<file path="config.mk">
export PLATFORM = sky130hd
export DESIGN_NAME = mem_port_arbiter
export DESIGN_NICKNAME = d
export VERILOG_FILES = /design/src/rtl/mem_port_arbiter.sv
export SDC_FILE = /design/constraint.sdc
export NUM_CORES = 2
export LEC_CHECK = 0
export BUFFER_PORTS_ARGS = -buffer_cell sky130_fd_sc_hd__buf_2
export CORE_AREA = 3 3 540 542
export DETAILED_ROUTE_END_ITERATION = 10
export DIE_AREA = 0 0 543 545
export GPL_TIMING_DRIVEN = 0
export PLACE_DENSITY = 0.34
export SKIP_CTS_REPAIR_TIMING = 1
export SLEW_MARGIN = 10
export SYNTH_ARGS = -nofsm -noshare
export SYNTH_HDL_FRONTEND = slang
export SYNTH_SLANG_ARGS = --single-unit
export TNS_END_PERCENT = 5
</file>
<file path="constraint.sdc">
create_clock -name clk -period 2.4 [get_ports clk]
set_clock_uncertainty 0.1 [all_clocks]
set_input_delay 0.12 -clock clk [delete_from_list [all_inputs] [get_ports clk]]
set_output_delay 0.12 -clock clk [all_outputs]
set_load 0.01 [all_outputs]
</file>
<file path="src/rtl/mem_port_arbiter.sv">
// Two-port (I-cache / D-cache) arbiter in front of a single DDR block port.
// Optional grant counters are compiled in when MEM_ARB_PERF_CNT_EN is defined.
module mem_port_arbiter #(
  parameter int ADDR_W  = 30,
  parameter int BLOCK_W = 256
) (
  input  logic               clk,
  input  logic               rst,
  input  logic               ic_req,
  input  logic [ADDR_W-1:0]  ic_addr,
  output logic               ic_rdy,
  output logic [BLOCK_W-1:0] ic_block,
  input  logic               dc_req,
  input  logic               dc_write,
  input  logic [ADDR_W-1:0]  dc_addr,
  input  logic [BLOCK_W-1:0] dc_wdata,
  output logic               dc_rdy,
  output logic [BLOCK_W-1:0] dc_block,
  output logic               ram_en,
  output logic               ram_write,
  output logic [ADDR_W-1:0]  ram_addr,
  output logic [BLOCK_W-1:0] ram_wdata,
  input  logic               ram_rdy,
  input  logic [BLOCK_W-1:0] ram_block,
  output logic               busy
`ifdef MEM_ARB_PERF_CNT_EN
  ,
  output logic [31:0]        ic_grant_cnt,
  output logic [31:0]        dc_grant_cnt
`endif
);

  typedef enum logic [1:0] {IDLE, BUSY, DONE} state_t;

  state_t               state_reg, state_next;
  logic                 owner_reg, owner_next;            // 0 = I-cache, 1 = D-cache
  logic                 last_grant_reg, last_grant_next;
  logic                 ram_en_reg, ram_en_next;
  logic                 ram_write_reg, ram_write_next;
  logic [ADDR_W-1:0]    ram_addr_reg, ram_addr_next;
  logic [BLOCK_W-1:0]   ram_wdata_reg, ram_wdata_next;
  logic [BLOCK_W-1:0]   ic_block_reg, ic_block_next;
  logic [BLOCK_W-1:0]   dc_block_reg, dc_block_next;
  logic                 ic_rdy_reg, ic_rdy_next;
  logic                 dc_rdy_reg, dc_rdy_next;
  logic                 busy_reg, busy_next;
  logic                 pick_dc;

  always_ff @(posedge clk) begin
    if (rst) begin
      state_reg      <= IDLE;
      owner_reg      <= 1'b0;
      last_grant_reg <= 1'b0;
      ram_en_reg     <= 1'b0;
      ram_write_reg  <= 1'b0;
      ram_addr_reg   <= '0;
      ram_wdata_reg  <= '0;
      ic_block_reg   <= '0;
      dc_block_reg   <= '0;
      ic_rdy_reg     <= 1'b0;
      dc_rdy_reg     <= 1'b0;
      busy_reg       <= 1'b0;
    end else begin
      state_reg      <= state_next;
      owner_reg      <= owner_next;
      last_grant_reg <= last_grant_next;
      ram_en_reg     <= ram_en_next;
      ram_write_reg  <= ram_write_next;
      ram_addr_reg   <= ram_addr_next;
      ram_wdata_reg  <= ram_wdata_next;
      ic_block_reg   <= ic_block_next;
      dc_block_reg   <= dc_block_next;
      ic_rdy_reg     <= ic_rdy_next;
      dc_rdy_reg     <= dc_rdy_next;
      busy_reg       <= busy_next;
    end
  end

  always_comb begin
    state_next      = state_reg;
    owner_next      = owner_reg;
    last_grant_next = last_grant_reg;
    ram_en_next     = ram_en_reg;
    ram_write_next  = ram_write_reg;
    ram_addr_next   = ram_addr_reg;
    ram_wdata_next  = ram_wdata_reg;
    ic_block_next   = ic_block_reg;
    dc_block_next   = dc_block_reg;
    ic_rdy_next     = 1'b0;
    dc_rdy_next     = 1'b0;
    // On a tie the D-cache wins unless it was the last one served.
    pick_dc         = dc_req && (!ic_req || !last_grant_reg);

    case (state_reg)
      IDLE: begin
        if (ic_req || dc_req) begin
          owner_next     = pick_dc;
          ram_en_next    = 1'b1;
          ram_write_next = pick_dc & dc_write;
          ram_addr_next  = pick_dc ? dc_addr : ic_addr;
          ram_wdata_next = pick_dc ? dc_wdata : '0;
          state_next     = BUSY;
        end
      end
      BUSY: begin
        if (ram_rdy) begin
          ram_en_next = 1'b0;
          state_next  = DONE;
          if (owner_reg) begin
            dc_rdy_next = 1'b1;
            // A writeback returns nothing, so the D-cache block is left alone.
            if (!ram_write_reg) dc_block_next = ram_block;
          end else begin
            ic_rdy_next   = 1'b1;
            ic_block_next = ram_block;
          end
        end
      end
      DONE: begin
        last_grant_next = owner_reg;
        state_next      = IDLE;
      end
      default: state_next = IDLE;
    endcase

    busy_next = (state_next != IDLE);
  end

  assign ic_rdy    = ic_rdy_reg;
  assign ic_block  = ic_block_reg;
  assign dc_rdy    = dc_rdy_reg;
  assign dc_block  = dc_block_reg;
  assign ram_en    = ram_en_reg;
  assign ram_write = ram_write_reg;
  assign ram_addr  = ram_addr_reg;
  assign ram_wdata = ram_wdata_reg;
  assign busy      = busy_reg;

`ifdef MEM_ARB_PERF_CNT_EN
  logic [31:0] ic_cnt_reg, dc_cnt_reg;

  always_ff @(posedge clk) begin
    if (rst) begin
      ic_cnt_reg <= '0;
      dc_cnt_reg <= '0;
    end else if (state_reg == DONE) begin
      if (owner_reg) dc_cnt_reg <= dc_cnt_reg + 32'd1;
      else           ic_cnt_reg <= ic_cnt_reg + 32'd1;
    end
  end

  assign ic_grant_cnt = ic_cnt_reg;
  assign dc_grant_cnt = dc_cnt_reg;
`endif

endmodule

</file>
* After elaboration in Yosys (flattened, before gate mapping)
Index checks and enable logic that the tools add are counted.
Storage, ports and cells: output and inout port bits 803, input bits 578, register bits after elaboration 807, word-level logic and storage cells 44
Cells by class: eq/ne operators 4, reductions and logical operators 13, multiplexer cells 10, bitwise operators 5
Operators with widths (count):
- $mux W256 | 1
- $mux W30 | 1
- $reduce_and A3 Y1 | 2
- $mux W1 | 4
- $mux W2 | 2
- $ne A2 B2 Y1 const B | 2
- $not A1 Y1 | 4
- $pmux W2 S2 | 1
- $reduce_and A4 Y1 | 1
- $reduce_bool A2 Y1 | 2
- $reduce_or A3 Y1 | 1
- $eq A2 B1 Y1 const B | 1
- $eq A2 B2 Y1 const B | 1
- $logic_not A1 Y1 | 2
- $logic_not A2 Y1 | 1
- $logic_or A1 B1 Y1 | 2
- $pmux W1 S2 | 1
- $reduce_and A2 Y1 | 1
- $and A1 B1 Y1 | 1
- $logic_and A1 B1 Y1 | 1

* Logic depth before layout (Yosys ltp)
word-level depth 4, gate-level depth with buffers 7, mapped depth without buffers 3

* Least setup slack after synthesis
OpenSTA, ideal clock, no wires.
kind flip-flop to flip-flop, start register state_reg[0], end register dc_block_reg[215], in the netlist dc_block[215], slack 0.714 ns, arrival time 1.467 ns, stages on the path, launching flop included 8, data required time 2.180 ns, buffers on the path 4, clock period less this slack 1.686 ns, library setup time 0.120 ns, cells stage by stage dfxtp_1 buf_2 nand3b_4 or3b_1 buf_2 buf_6 buf_6 mux2i_1
Between the ends: word-level cells in the longest chain between the ends 2
RTL lines:
- start, declared | RTL line 35 | state_t state_reg, state_next;
- start signal, assigned | RTL line 64 | state_reg <= state_next;
- $eq A2 B1 Y1 | RTL line 94 | case (state_reg)
- $reduce_and A4 Y1 (no source line)
- end signal, assigned | RTL line 72 | dc_block_reg <= dc_block_next;
- end, declared | RTL line 43 | logic [BLOCK_W-1:0] dc_block_reg, dc_block_next;
Every way passes these cells. A chain may end at the register's enable or synchronous reset.

* Worst setup path in the final report
start register state_reg[1], end register ic_block_reg[238], in the netlist ic_block[238]
Between the ends: word-level cells in the longest chain between the ends 2
RTL lines:
- $eq A2 B1 Y1 | RTL line 94
- $reduce_and A3 Y1 (no source line)
- end signal, assigned | RTL line 71 | ic_block_reg <= ic_block_next;
- end, declared | RTL line 42 | logic [BLOCK_W-1:0] ic_block_reg, ic_block_next;
Every way passes these cells.

==> summary.txt <==
Hold path
  • Hold wc startpoint: dc_req
  • Hold depth: 5
  • HP Class: in2reg
  • Endpoint with the worst hold slack: ram_addr[5]

Clocking
  • Clock tree buffer depth: 4
  • Clock latency on the worst-skew pair: 0.82 ns
  • Clock Sinks: 807
  • CTS tree: done
  • Root Driver: clkbuf_16
  • Clk slew on worst S/H paths: 0.06 ns
  • CTS Buf Count: roughly 110
  • CTS H-tree depth: 3

Place
  • Placed insts: 8167
  • Placer Congestion: slightly above 0.9
  • Dpl ws: -1.03 ns
  • Final HPWL DP: roughly 210 mm
  • # port buffers: between 1000 and 1500

Layout
  • Layout cell share with drive strength beyond 1: 31.4%
  • Nets@finish: 5890
  • Area grow syn2layout: 81.1%
  • Commonest non-fill, non-tap cell in the layout: buf_2
  • Final Non-Filler Cells: slightly above 9000
  • Most frequent cells in the layout: buf_2, dlygate4sd3_1, dfxtp_1

Global route
  • Largest net degree at the start of global routing: 17
  • Initial antenna violation count: 195
  • Vias in the first global route: 28900
  • First-pass GRT wire length: around 300 mm
  • Gr usage total: between 10% and 20%
  • Remaining Overflow, GRT: 0

STA
  • RSZ-0062 raised after global routing: true
  • Final hold violations: 6
  • Hold_ws: -0.0167 ns
  • Max-slew violations: 0
  • Worst-margin pin slew: 1.07 ns
  • Final setup margin: -0.0171 ns
  • Worst rel slew slack: 28.6%
  • Final setup viols: 4
  • Tmin final: 2.42 ns
  • Fmax: 414 MHz
  • Final period util: 101%
  • Setup tns final: -0.0329 ns

Worst setup path
  • Reg2Reg Depth: 6
  • Slowest cell on crit path: buf_1
  • Arr. time, crit path: 3.04 ns
  • Worst R2R Start: state_reg[1]
  • Critical path class: reg2reg
  • Worst path max stage delay: between 0.7 and 0.8 ns
  • Reg2reg end: ic_block[238]
  • CP Max Fanout: 10
  • Worst reg2reg setup slack: -0.02 ns
  • Crit-path cells: buf_6 -> nand4bb_4 -> buf_2 -> buf_1 -> nand2_1 -> a21oi_1
  • Setup crit start kind: flip-flop
  • CP Data Required Time: 3.02 ns
  • Crit end category: flip-flop

Routing
  • Via Count: approximately 33000
  • Detailed Routing Iterations Pass 1: 5
  • Met2 wire length: 108 mm
  • DRT antenna net count: 0
  • Top routing layer in use: met5
  • Post-route DRC: 0
  • WL/cell: 26.6 µm
  • DR iter-0 viols: 2036
  • Met3 wire length: 29.6 mm
  • Detail-routed via count per cell: 3.53
  • WL final: 246 mm
  • WL met1: 97.7 mm

Yosys
  • Post-Syn Area per Cell: 9.82 µm²
  • Synthesis Warnings: 0
  • Fraction of the yosys area taken by sequential cells: 54.9%
  • Library cells used by synthesis: 27
  • Syn_nets: about 3600
  • Syn Std Cell Area: 29400 µm²
  • FF+latch count, synth: 807
  • Post-Synthesis Cells: 2999

Die
  • Die Footprint: 296000 µm²
  • Initial core utilization: between 10 and 15%
  • IO Pins: 1381
  • Core area: 287000 µm²
  • Std-Cell Rows: roughly 200
  • Die Wd: 543 µm
  • DIE HEIGHT: 545 µm

Pwr
  • Maximum resistive drop on vdd: 0.597 mV
  • Total power: 36.9 mW
  • Pwr Density: 692 nW/µm²
  • Static leakage: between 20 and 25 nW

Run status
  • Status: finished with violations
  • Failing checks: negative hold slack, negative setup slack

Run
  • MaxCap Viol Count: 0
cells in the mapped netlist:
master / number / area share [%]
dfxtp_1: 807 / 55
nand2_1: 575 / 7.3
nand2b_1: 513 / 11
a21oi_1: 289 / 4.9
a22o_1: 257 / 7.6
mux2i_1: 257 / 8.7
clkbuf_1: 153 / 2.0
buf_2: 55 / 0.94
a311oi_1: 30 / 0.89
buf_6: 28 / 1.1
buf_1: 15 / 0.19
nor2_1: 5 / 0.064
a211oi_1: 1 / 0.026
a21bo_2: 1 / 0.034
a21boi_0: 1 / 0.026
a21oi_2: 1 / 0.030
and2_1: 1 / 0.021
inv_1: 1 / 0.013
nand3b_4: 1 / 0.068
nand4bb_1: 1 / 0.038
nor3_1: 1 / 0.017
nor4_4: 1 / 0.072
nor4bb_1: 1 / 0.034
o31ai_1: 1 / 0.026
or2_2: 1 / 0.021
or3_1: 1 / 0.021
or3b_1: 1 / 0.030
where the power goes:
| group | switching [mW] | total [mW] | internal (mW) |
|---|---|---|---|
| clock network | 6.86 | 16.7 | 9.82 |
| logic | 3.38 | 5.81 | 2.43 |
| registers | 0.385 | 14.4 | 14.0 |
logic make-up after synthesis:
family | Yosys count | synth area share (%)
AOI/OAI and AO/OA | 581 | 13.6
buffers and inverters | 252 | 4.16
DFF | 807 | 54.9
muxes | 257 | 8.74
and+or+nand+nor | 1102 | 18.6
worst max-delay path, delay by kind of cell, from the launching register on:
| family | cells | cell delay (ns) |
|---|---|---|
| buffers and inverters | 3 | 1.24 |
| and+or+nand+nor | 2 | 0.45 |
| DFF | 1 | 0.32 |
| AOI/OAI and AO/OA | 1 | 0.17 |
per-stage QoR:
step	instance area [µm²]	util (%)	hold slack [ns]
2_1_floorplan	29400	-	0.153
3_3_place_gp	41100	14.3	0.239
3_5_place_dp	41200	14.3	0.240
4_1_cts	44800	15.6	-0.702
5_1_grt	53200	18.5	-0.0163
6_report	53300	18.5	-0.0167
layout make-up:
| class | instances | area [µm²] |
|---|---|---|
| inverter | 1 | 3.75 |
| clock inverter | 28 | 409 |
| antenna | 92 | 230 |
| fill | 32500 | 234000 |
| buffer | 250 | 1340 |
| timing repair buffer | 2203 | 15200 |
| multi-input combinational | 1940 | 12100 |
| clock buffer | 163 | 3130 |
| tap | 3781 | 4730 |
| sequential | 807 | 16200 |
worst max path at each step:
stage,startpoint,to,cells after the start
floorplan,state_reg[0],dc_block[215],7
global placement,rst,dc_block[205],6
detailed placement,rst,ram_addr[29],5
CTS,state_reg[1],ic_block[82],7
global route,state_reg[0],ram_addr[18],5
finish,state_reg[1],ic_block[238],6
routing by layer:
layer,global-route usage [%],vias up
met5,0.747,-
met4,5.18,128
met3,10.2,458
met2,24.4,1572
met1,16.9,15600
li1,-,14900
Note: power is estimated with default switching activity, not from simulation.
